==> config.mk <==
export PLATFORM = sky130hd
export DESIGN_NAME = output_driver_config_sequencer
export DESIGN_NICKNAME = d
export VERILOG_FILES = /design/src/rtl/output_driver_pkg.sv /design/src/rtl/output_config_rr_arbiter.sv /design/src/rtl/output_driver_config_sequencer.sv
export SDC_FILE = /design/constraint.sdc
export NUM_CORES = 1
export LEC_CHECK = 0
export ABC_AREA = 1
export CORE_AREA = 2 2 186 188
export CTS_CLUSTER_DIAMETER = 200
export CTS_CLUSTER_SIZE = 25
export DETAILED_ROUTE_END_ITERATION = 8
export DIE_AREA = 0 0 188 190
export GPL_ROUTABILITY_DRIVEN = 0
export GPL_TIMING_DRIVEN = 0
export PLACE_DENSITY = 0.6
export SYNTH_ARGS = -nofsm -noshare
export SYNTH_HDL_FRONTEND = slang
export SYNTH_HIERARCHICAL = 1
export SYNTH_SLANG_ARGS = --single-unit
==> constraint.sdc <==
create_clock -name sysClk -period 3.47 [get_ports sysClk]
set_input_delay 0.5205 -clock sysClk [delete_from_list [all_inputs] [get_ports sysClk]]
set_output_delay 0.5205 -clock sysClk [all_outputs]
set_load 0.02 [all_outputs]
==> src/rtl/output_driver_pkg.sv <==
// rtl/output_driver_pkg.sv - shared opcodes, mode codes, field layout and FSM states for the output-driver config sequencer
package output_driver_pkg;

  localparam logic [1:0] OP_SET_MODE    = 2'b00;
  localparam logic [1:0] OP_SET_DELAY   = 2'b01;
  localparam logic [1:0] OP_SET_WIDTH   = 2'b10;
  localparam logic [1:0] OP_SET_PATTERN = 2'b11;

  localparam logic [1:0] M_DISABLED       = 2'd0;
  localparam logic [1:0] M_PULSE          = 2'd1;
  localparam logic [1:0] M_PATTERN_SINGLE = 2'd2;
  localparam logic [1:0] M_PATTERN_LOOP   = 2'd3;

  // op-word layout: opcode in [31:30], info field right-aligned in [29:0]
  localparam int OP_LSB     = 30;
  localparam int INFO_MAX_W = 30;
  localparam int MODE_W     = 2;

  typedef enum logic [2:0] {
    S_IDLE,
    S_DELAY,
    S_GAP,
    S_WIDTH,
    S_MODE
  } state_e;

  function automatic int info_w(input int coarse_w, input int serdes_w);
    return coarse_w + serdes_w;
  endfunction

endpackage

==> src/rtl/output_config_rr_arbiter.sv <==
// rtl/output_config_rr_arbiter.sv - round-robin grant search starting at a registered rotating pointer
module output_config_rr_arbiter #(
  parameter int NUM_CHANNELS = 8
) (
  input  logic                            clk_i,
  input  logic                            rst_i,
  input  logic [NUM_CHANNELS-1:0]         eligible_i,
  input  logic                            advance_i,
  output logic                            any_o,
  output logic [NUM_CHANNELS-1:0]         grant_o,
  output logic [$clog2(NUM_CHANNELS)-1:0] grant_idx_o
);

  localparam int IDX_W = $clog2(NUM_CHANNELS);

  logic [IDX_W-1:0] rr_next_q, rr_next_d;
  logic             found;
  logic [IDX_W-1:0] found_idx;

  always_comb begin
    int cand;
    cand      = 0;
    found     = 1'b0;
    found_idx = '0;
    for (int k = 0; k < NUM_CHANNELS; k++) begin
      cand = int'(rr_next_q) + k;
      if (cand >= NUM_CHANNELS) cand = cand - NUM_CHANNELS;
      if (!found && eligible_i[IDX_W'(cand)]) begin
        found     = 1'b1;
        found_idx = IDX_W'(cand);
      end
    end
  end

  always_comb begin
    grant_o = '0;
    if (found) grant_o[found_idx] = 1'b1;
    rr_next_d = (found_idx == IDX_W'(NUM_CHANNELS - 1)) ? '0 : found_idx + 1'b1;
  end

  assign any_o       = found;
  assign grant_idx_o = found_idx;

  // the pointer only moves when a grant is actually taken
  always_ff @(posedge clk_i) begin
    if (rst_i) begin
      rr_next_q <= '0;
    end else if (advance_i && found) begin
      rr_next_q <= rr_next_d;
    end
  end

endmodule

==> src/rtl/output_driver_config_sequencer.sv <==
// rtl/output_driver_config_sequencer.sv - arbitrates channel config requests and serialises DELAY/WIDTH/MODE op-words
module output_driver_config_sequencer
  import output_driver_pkg::*;
#(
  parameter int NUM_CHANNELS       = 8,
  parameter int SERDES_WIDTH       = 4,
  parameter int COARSE_DELAY_WIDTH = 22,
  parameter int COARSE_WIDTH_WIDTH = 20,
  parameter int GAP_CYCLES         = 2,
  parameter int MODE_HOLDOFF       = 16
) (
  input  logic                                                      sysClk,
  input  logic                                                      sysReset,
  input  logic [NUM_CHANNELS-1:0]                                   reqValid,
  input  logic [NUM_CHANNELS*(COARSE_DELAY_WIDTH+SERDES_WIDTH)-1:0] reqDelayInfo,
  input  logic [NUM_CHANNELS*(COARSE_WIDTH_WIDTH+SERDES_WIDTH)-1:0] reqWidthInfo,
  input  logic [NUM_CHANNELS*2-1:0]                                 reqMode,
  output logic [NUM_CHANNELS-1:0]                                   reqAck,
  output logic [NUM_CHANNELS-1:0]                                   csrStrobe,
  output logic [31:0]                                               gpioOut,
  output logic                                                      busy
);

  localparam int DELAY_INFO_W = info_w(COARSE_DELAY_WIDTH, SERDES_WIDTH);
  localparam int WIDTH_INFO_W = info_w(COARSE_WIDTH_WIDTH, SERDES_WIDTH);
  localparam int IDX_W        = $clog2(NUM_CHANNELS);
  localparam int HOLD_W       = $clog2(MODE_HOLDOFF + 1);
  localparam int GAP_W        = (GAP_CYCLES > 1) ? $clog2(GAP_CYCLES) : 1;

  state_e                  state_q, state_d;
  state_e                  ret_q, ret_d;
  logic [GAP_W-1:0]        gap_q, gap_d;
  logic [IDX_W-1:0]        grant_q, grant_d;
  logic [DELAY_INFO_W-1:0] delay_q, delay_d;
  logic [WIDTH_INFO_W-1:0] width_q, width_d;
  logic [MODE_W-1:0]       mode_q, mode_d;
  logic [NUM_CHANNELS-1:0] strobe_q, strobe_d;
  logic [NUM_CHANNELS-1:0] ack_q, ack_d;
  logic [31:0]             gpio_q, gpio_d;
  logic                    busy_q, busy_d;
  logic [HOLD_W-1:0]       holdoff_q [NUM_CHANNELS];

  logic [NUM_CHANNELS-1:0] eligible;
  logic                    arb_any;
  logic [NUM_CHANNELS-1:0] arb_grant;
  logic [IDX_W-1:0]        arb_idx;
  logic                    word_done;
  state_e                  after_word;

  always_comb begin
    for (int i = 0; i < NUM_CHANNELS; i++) begin
      eligible[i] = reqValid[i] && (holdoff_q[i] == '0);
    end
  end

  output_config_rr_arbiter #(
    .NUM_CHANNELS(NUM_CHANNELS)
  ) u_arb (
    .clk_i      (sysClk),
    .rst_i      (sysReset),
    .eligible_i (eligible),
    .advance_i  (state_q == S_IDLE),
    .any_o      (arb_any),
    .grant_o    (arb_grant),
    .grant_idx_o(arb_idx)
  );

  always_comb begin
    state_d    = state_q;
    ret_d      = ret_q;
    gap_d      = gap_q;
    grant_d    = grant_q;
    delay_d    = delay_q;
    width_d    = width_q;
    mode_d     = mode_q;
    word_done  = 1'b0;
    after_word = S_IDLE;
    case (state_q)
      S_IDLE: begin
        if (arb_any) begin
          state_d = S_DELAY;
          grant_d = arb_idx;
          delay_d = reqDelayInfo[arb_idx*DELAY_INFO_W +: DELAY_INFO_W];
          width_d = reqWidthInfo[arb_idx*WIDTH_INFO_W +: WIDTH_INFO_W];
          mode_d  = reqMode[arb_idx*MODE_W +: MODE_W];
        end
      end
      S_DELAY: begin word_done = 1'b1; after_word = S_WIDTH; end
      S_WIDTH: begin word_done = 1'b1; after_word = S_MODE;  end
      S_MODE:  begin word_done = 1'b1; after_word = S_IDLE;  end
      S_GAP: begin
        if (gap_q == '0) state_d = ret_q;
        else             gap_d   = gap_q - 1'b1;
      end
      default: state_d = S_IDLE;
    endcase

    if (word_done) begin
      if (GAP_CYCLES == 0) begin
        state_d = after_word;
      end else begin
        state_d = S_GAP;
        ret_d   = after_word;
        gap_d   = GAP_W'(GAP_CYCLES - 1);
      end
    end

    // outputs are decoded from the next state so they register in the same cycle the state is entered
    strobe_d = '0;
    ack_d    = '0;
    gpio_d   = '0;
    case (state_d)
      S_DELAY: gpio_d = {OP_SET_DELAY, 30'(delay_d)};
      S_WIDTH: gpio_d = {OP_SET_WIDTH, 30'(width_d)};
      S_MODE:  gpio_d = {OP_SET_MODE, 28'b0, mode_d};
      default: gpio_d = '0;
    endcase
    if (state_d inside {S_DELAY, S_WIDTH, S_MODE}) strobe_d[grant_d] = 1'b1;
    if (state_d == S_MODE) ack_d[grant_d] = 1'b1;
    busy_d = (state_d != S_IDLE);
  end

  always_ff @(posedge sysClk) begin
    if (sysReset) begin
      state_q  <= S_IDLE;
      ret_q    <= S_IDLE;
      gap_q    <= '0;
      grant_q  <= '0;
      delay_q  <= '0;
      width_q  <= '0;
      mode_q   <= '0;
      strobe_q <= '0;
      ack_q    <= '0;
      gpio_q   <= '0;
      busy_q   <= 1'b0;
    end else begin
      state_q  <= state_d;
      ret_q    <= ret_d;
      gap_q    <= gap_d;
      grant_q  <= grant_d;
      delay_q  <= delay_d;
      width_q  <= width_d;
      mode_q   <= mode_d;
      strobe_q <= strobe_d;
      ack_q    <= ack_d;
      gpio_q   <= gpio_d;
      busy_q   <= busy_d;
    end
  end

  // reload wins over decrement so a fresh MODE write always gets the full holdoff
  always_ff @(posedge sysClk) begin
    for (int i = 0; i < NUM_CHANNELS; i++) begin
      if (sysReset) begin
        holdoff_q[i] <= '0;
      end else if (state_q == S_MODE && grant_q == IDX_W'(i)) begin
        holdoff_q[i] <= HOLD_W'(MODE_HOLDOFF);
      end else if (holdoff_q[i] != '0) begin
        holdoff_q[i] <= holdoff_q[i] - 1'b1;
      end
    end
  end

  assign csrStrobe = strobe_q;
  assign reqAck    = ack_q;
  assign gpioOut   = gpio_q;
  assign busy      = busy_q;

endmodule

# Yosys cells after proc, flatten, opt, wreduce, memory -nomap -nowiden
# Memory sizes are Yosys's and may differ from the RTL's.
# Cells that the tools add are included.
[totals] ff_bits=114 ramBits=40 inputBits=426 out_inout_bits=49 wordCells=293 memories=1
[mem_list] memory="holdoff_q" depth=8 word_bits=5 read_ports=8 rd_clocked_by_memory_dff=0 wr=8 line_no="output_driver_config_sequencer.sv:41" text="logic [HOLD_W-1:0] holdoff_q [NUM_CHANNELS];"
[classes] addsub=25 n_mul=2 n_lt_le_gt_ge=18 eq_ne=15 shift=3 muxes=143 n_bitwise=18 reduce_logical=56
[op_table] operator="$shiftx A208 B9 Y26" count=1
[op_table] operator="$shiftx A192 B9 Y24" count=1
[op_table] operator="$pmux W32 S3" count=1
[op_table] operator="$mux W1" count=87
[op_table] operator="$mux W5" count=16
[op_table] operator="$mux W3" count=22
[op_table] operator="$mux W26" count=2
[op_table] operator="$mux W24" count=2
[op_table] operator="$logic_not A5 Y1" count=8
[op_table] operator="$lt A3 B5 Y1 const B" count=8
[op_table] operator="$reduce_bool A5 Y1" count=8
[op_table] operator="$sub A5 B1 Y5 const B" count=8
[op_table] operator="$ge A4 B4 Y1 const B" count=7
[op_table] operator="$logic_and A1 B1 Y1" count=25
[op_table] operator="$bmux W1 S3" count=8
[op_table] operator="$sub A3 B1 Y3 const B" count=8
[op_table] operator="$eq A3 B3 Y1 const B" count=7
[op_table] operator="$add A3 B3 Y4 const B" count=4
[op_table] operator="$or A1 B1 Y1" count=16
[op_table] operator="$shiftx A16 B5 Y2" count=1
[op_table] operator="$eq A3 B2 Y1 const B" count=5
[op_table] operator="$eq A3 B1 Y1 const B" count=3
[op_table] operator="$pmux W3 S3" count=1
[op_table] operator="$add A3 B2 Y4 const B" count=2
[op_table] operator="18 further kinds" count=29

# Logic depth before layout (Yosys ltp)
# An unclocked memory read counts as a cell.
[logic_depth] ltp_word=35 ltp_mapped=30

# Modules after synthesis
# Netlist, hierarchy kept.
[by_module_without_submodules] mod="output_driver_config_sequencer" n_inst=1 cells_each=1615 area_each_um2=9948.3 seq_area_each_um2=3323.2
[by_module_without_submodules] mod="output_config_rr_arbiter" n_inst=1 cells_each=165 area_each_um2=953.4 seq_area_each_um2=60.1

# Worst setup path after synthesis
# No wires, ideal clock.
[synth_path] kind="register to register" startpoint="reg u_arb.rr_next_q[1]" endpoint="reg gpio_q[10] (netlist: gpioOut[10])" setup_time_ps=70 arrival_time_ps=3064 required_time_ps=3400 slack_ps=336 path_stages_with_launch=25 n_path_buf=5 period_less_slack_ps=3134 path_cell_list="dfxtp_1 -> buf_6 -> inv_2 -> ha_1 -> buf_2 -> inv_2 -> nand3_1 -> nand3_1 -> nand2_2 -> nor2_8 -> nand4_4 -> nor2_4 -> nand3_2 -> nand2_1 -> nand2_1 -> nand2_4 -> buf_4 -> buf_4 -> clkbuf_1 -> nand2_1 -> nand3_1 -> nand3_1 -> nand3_1 -> nand2_1 -> a21oi_1"
[synth_via] elab_chain_len=32 word_cells_on_any_way=100 cone_classes="add/sub (15); mul (2); order compare (8); eq/ne (3); shift (2); mux (56); reduce/logical (14)"
[synth_lines] item="start: declaration" line_no="output_config_rr_arbiter.sv:16" text="logic [IDX_W-1:0] rr_next_q, rr_next_d;"
[synth_lines] item="start signal: assignment" line_no="output_config_rr_arbiter.sv:49" text="rr_next_q <= rr_next_d;"
[synth_lines] item="parallel branches: the longest is 26 deep, another holds $add A3 B1 Y4"
[synth_lines] item="$mux W3 (*)" line_no="output_config_rr_arbiter.sv:28" text="if (!found && eligible_i[IDX_W'(cand)]) begin"
[synth_lines] item="net arb_idx[0]" line_no="output_driver_config_sequencer.sv:46" text="logic [IDX_W-1:0] arb_idx;"
[synth_lines] item="$mul A3 B4 Y7 or $mul A3 B2 Y5 (tied branches)" line_no="output_driver_config_sequencer.sv:83, output_driver_config_sequencer.sv:84"
[synth_lines] item="$shiftx A208 B9 Y26 or $shiftx A192 B9 Y24 (tied branches)" line_no="output_driver_config_sequencer.sv:83, output_driver_config_sequencer.sv:84"
[synth_lines] item="$mux W26 or $mux W24 (tied branches)" line_no="output_driver_config_sequencer.sv:80" text="if (arb_any) begin"
[synth_lines] item="$mux W26 or $mux W24 (tied branches)" line_no="output_driver_config_sequencer.sv:78" text="case (state_q)"
[synth_lines] item="$pmux W32 S3 (*)" line_no="output_driver_config_sequencer.sv:112" text="case (state_d)"
[synth_lines] item="end signal: assignment" line_no="output_driver_config_sequencer.sv:146" text="gpio_q <= gpio_d;"
[synth_lines] item="end: declaration" line_no="output_driver_config_sequencer.sv:39" text="logic [31:0] gpio_q, gpio_d;"
# Mark *: on every way through the listed nets, which the timed path passes. The select of a mux whose other input is x is not followed.
# A chain may end at the register's enable or synchronous reset.

==> impl_metrics.csv <==
group,metric,value,unit
outcome,status,"finished, violations left",
outcome,violations,"negative setup slack",
worst_hold_path,hold_class,"register to register",
floorplanning,dieHeight,190,um
worst_setup_path,worstSetupStartpointType,"register",
worst_setup_path,worst_setup_path_end_kind,"register",
clocking,worstSkewPairLatency,0.45,ns
finish,fin_util,55.3,%
worst_setup_path,path_max_fanout,10,
synth,synth-warning-count,6,
floorplanning,floorplan.io_pins,475,
clocking,hold_buffers,0,
clocking,cts_max_level,4,
synth,netlist_area,10800,um^2
timing,finalSetupViolations,1,
clocking,cts_made_buffers,17,
route,dr_total_vias,14010,
timing,final_min_period_over_clock_period,101,%
route,drt-wirelength-per-cell,21.8,um
global_route,global_route.overflow_total,0,
route,drt_wl_total,60000,um
route,detail_route.vias_per_cell,5.08,
timing,finalHoldViolations,0,
worst_setup_path,timing.critical_path.arrival,3.85,ns
global_route,track_usage,31.6,%
floorplanning,core_region_area,33900,um^2
synth,mean_cell_area_of_the_mapped_netlist,6.14,um^2
timing,final.setup.worst_slack,-0.0221,ns
timing,fin_skew,0.0166,ns
timing,tightest_slew,0.804,ns
finish,post_route_cells_drive_above_1_share,18.2,%
global_route,grt_start_max_net_pins,20,
floorplanning,die_x,188,um
clocking,clk_pin_slew_worst_paths,0.08,ns
timing,setup_repair_after_global_routing_missed_its_margin,"true",
timing,finalSetupTns,-0.0221,ns
job,maxCapViolations,0,
floorplanning,core.rowCount,68,
placement,place.detailed.hpwl,47600,um
route,drc_errors,0,
clocking,cts_sinks,149,
floorplanning,die_area,35700,um^2
worst_setup_path,critical_path_required,3.83,ns
worst_setup_path,cp_cell_sequence,"inv_2 -> ha_2 -> nand3b_1 -> nor2_2 -> nand2_2 -> nand3_2 -> nand2_1 -> nand2_1 -> nand2_2 -> inv_1 -> nand4_1 -> or2_1 -> nand3_1 -> nor2_2 -> nand2_1 -> buf_6 -> clkinvlp_4 -> buf_12 -> buf_12 -> nand3_1 -> nand3_2 -> nand3_4 -> nand2_2 -> a21oi_4",
floorplanning,initial_utilization,31.9,%
route,detailedRoute.firstIterationViolations,1237,
worst_setup_path,timing.critical_path.max_delay_family,"simple AND/OR/NAND/NOR gates",
timing,final-max-slew-violation-count,0,
worst_setup_path,crit_buf_inv,6,
worst_setup_path,critPathKind,"register to register",
finish,num-nets-final,2728,
timing,post_layout_min_period,3.49,ns
placement,placement.io_buffers,470,
worst_setup_path,crit_slowest_cell,"sky130_fd_sc_hd__edfxtp_1",
global_route,grt_antenna_before_repair,7,
global_route,grt_pass1_wl,83300,um
clocking,tritoncts,"yes",
worst_hold_path,hold_path_depth,2,
timing,maxClockFrequency,0.286,GHz
route,drt-pass1-iter-count,6,
worst_setup_path,reg2reg_depth,24,
clocking,cts.path.max_buffers,2,
timing,maxSlewHeadroom,46.4,%
clocking,clk_root_buffer_cell,"sky130_fd_sc_hd__clkbuf_16",
worst_setup_path,crit_path_max_incr_delay,0.43,ns
global_route,vias_in_the_first_global_route,13260,
worst_setup_path,path_depth,24,
synth,netlist_instances,1765,
route,postRouteAntennaNets,0,
finish,layout-area-overhead-vs-synth,73.2,%
-- placed cells by master, fill, tap and decap left out, drive strengths merged, types with 7 or more instances in the layout --
master           n
nand2          679
clkdlybuf4s50  470
nand3          361
inv            175
nor2           130
buf            111
dfxtp          109
a21oi           70
edfxtp          40
clkbuf          40
o21ai           25
ha              19
xor2            15
or2             10
nand4            7
-- registers in the layout, summed over array words and instances, names as in the netlist --
signal	count
u_arb/rr_next_q	3
holdoff_q	40
mode_q	2
width_q	24
state_q	3
ret_q	2
grant_q	3
reqAck	8
busy	1
delay_q	26
gpioOut	28
csrStrobe	8
gap_q	1
-- repair_timing --
action | 4_1_cts | 5_1_grt
setup buffers | 12 | 13
resized for setup | 178 | 258
gates cloned | 1 | 4
pin swaps | 10 | 43
setup endpoints to repair | 96 | 90
-- stage by stage --
stage	worst slack, ns	hold slack [ns]	instances	area, um^2
5_1_grt	-0.206	0.520	2757	18800
6_report	-0.0221	0.495	2757	18800
3_5_place_dp	-1.13	0.472	2693	16100
4_1_cts	-0.0278	0.483	2735	17500
3_3_place_gp	-1.11	0.465	2693	16100
2_1_floorplan	0.371	0.451	1768	10900
-- worst register-to-register path, cell delays in order (launching register included) --
cell and delay (ns):
sky130_fd_sc_hd__edfxtp_1 0.43, sky130_fd_sc_hd__inv_2 0.09, sky130_fd_sc_hd__ha_2 0.16, sky130_fd_sc_hd__nand3b_1 0.17
sky130_fd_sc_hd__nor2_2 0.22, sky130_fd_sc_hd__nand2_2 0.09, sky130_fd_sc_hd__nand3_2 0.09, sky130_fd_sc_hd__nand2_1 0.05
sky130_fd_sc_hd__nand2_1 0.07, sky130_fd_sc_hd__nand2_2 0.07, sky130_fd_sc_hd__inv_1 0.05, sky130_fd_sc_hd__nand4_1 0.12
sky130_fd_sc_hd__or2_1 0.23, sky130_fd_sc_hd__nand3_1 0.10, sky130_fd_sc_hd__nor2_2 0.05, sky130_fd_sc_hd__nand2_1 0.06
sky130_fd_sc_hd__buf_6 0.16, sky130_fd_sc_hd__clkinvlp_4 0.18, sky130_fd_sc_hd__buf_12 0.20, sky130_fd_sc_hd__buf_12 0.16
sky130_fd_sc_hd__nand3_1 0.11, sky130_fd_sc_hd__nand3_2 0.11, sky130_fd_sc_hd__nand3_4 0.12, sky130_fd_sc_hd__nand2_2 0.09
sky130_fd_sc_hd__a21oi_4 0.24
-- path summary, 6_finish.rpt --
check	from	to	slack, ns
setup reg to reg	holdoff_q[0][15]$_SDFFCE_PN0P_	gpioOut[10]$_SDFF_PP0_	-0.02
setup / recovery	holdoff_q[0][15]$_SDFFCE_PN0P_	gpioOut[10]$_SDFF_PP0_	-0.02
hold reg to reg	ret_q[2]$_SDFFE_PP0P_	ret_q[2]$_SDFFE_PP0P_	0.49
hold / removal	ret_q[2]$_SDFFE_PP0P_	ret_q[2]$_SDFFE_PP0P_	0.49
-- cell type report --
cell class | count | area, um^2
tap | 455 | 569
fill | 3246 | 15200
buffer | 105 | 1130
clock buffer | 17 | 425
clock inverter | 15 | 196
multi-input combinational | 1345 | 7390
sequential | 149 | 3390
inverter | 166 | 642
timing repair buffer | 499 | 5020
antenna | 6 | 15.0
-- routing by layer --
| layer | global-route usage (%) | part of all wire [%] | vias to the layer above |
|---|---|---|---|
| met2 | 56.2 | 49 | 606 |
| li1 | - | - | 6675 |
| met4 | 11.3 | 3.8 | 0 |
| met5 | 0 | 0 | - |
| met1 | 38.2 | 40 | 6627 |
| met3 | 5.52 | 7.4 | 102 |
Power is left out: the tool's default activity adds up to more than one toggle a clock period on the data nets, which glitch-free logic cannot reach.
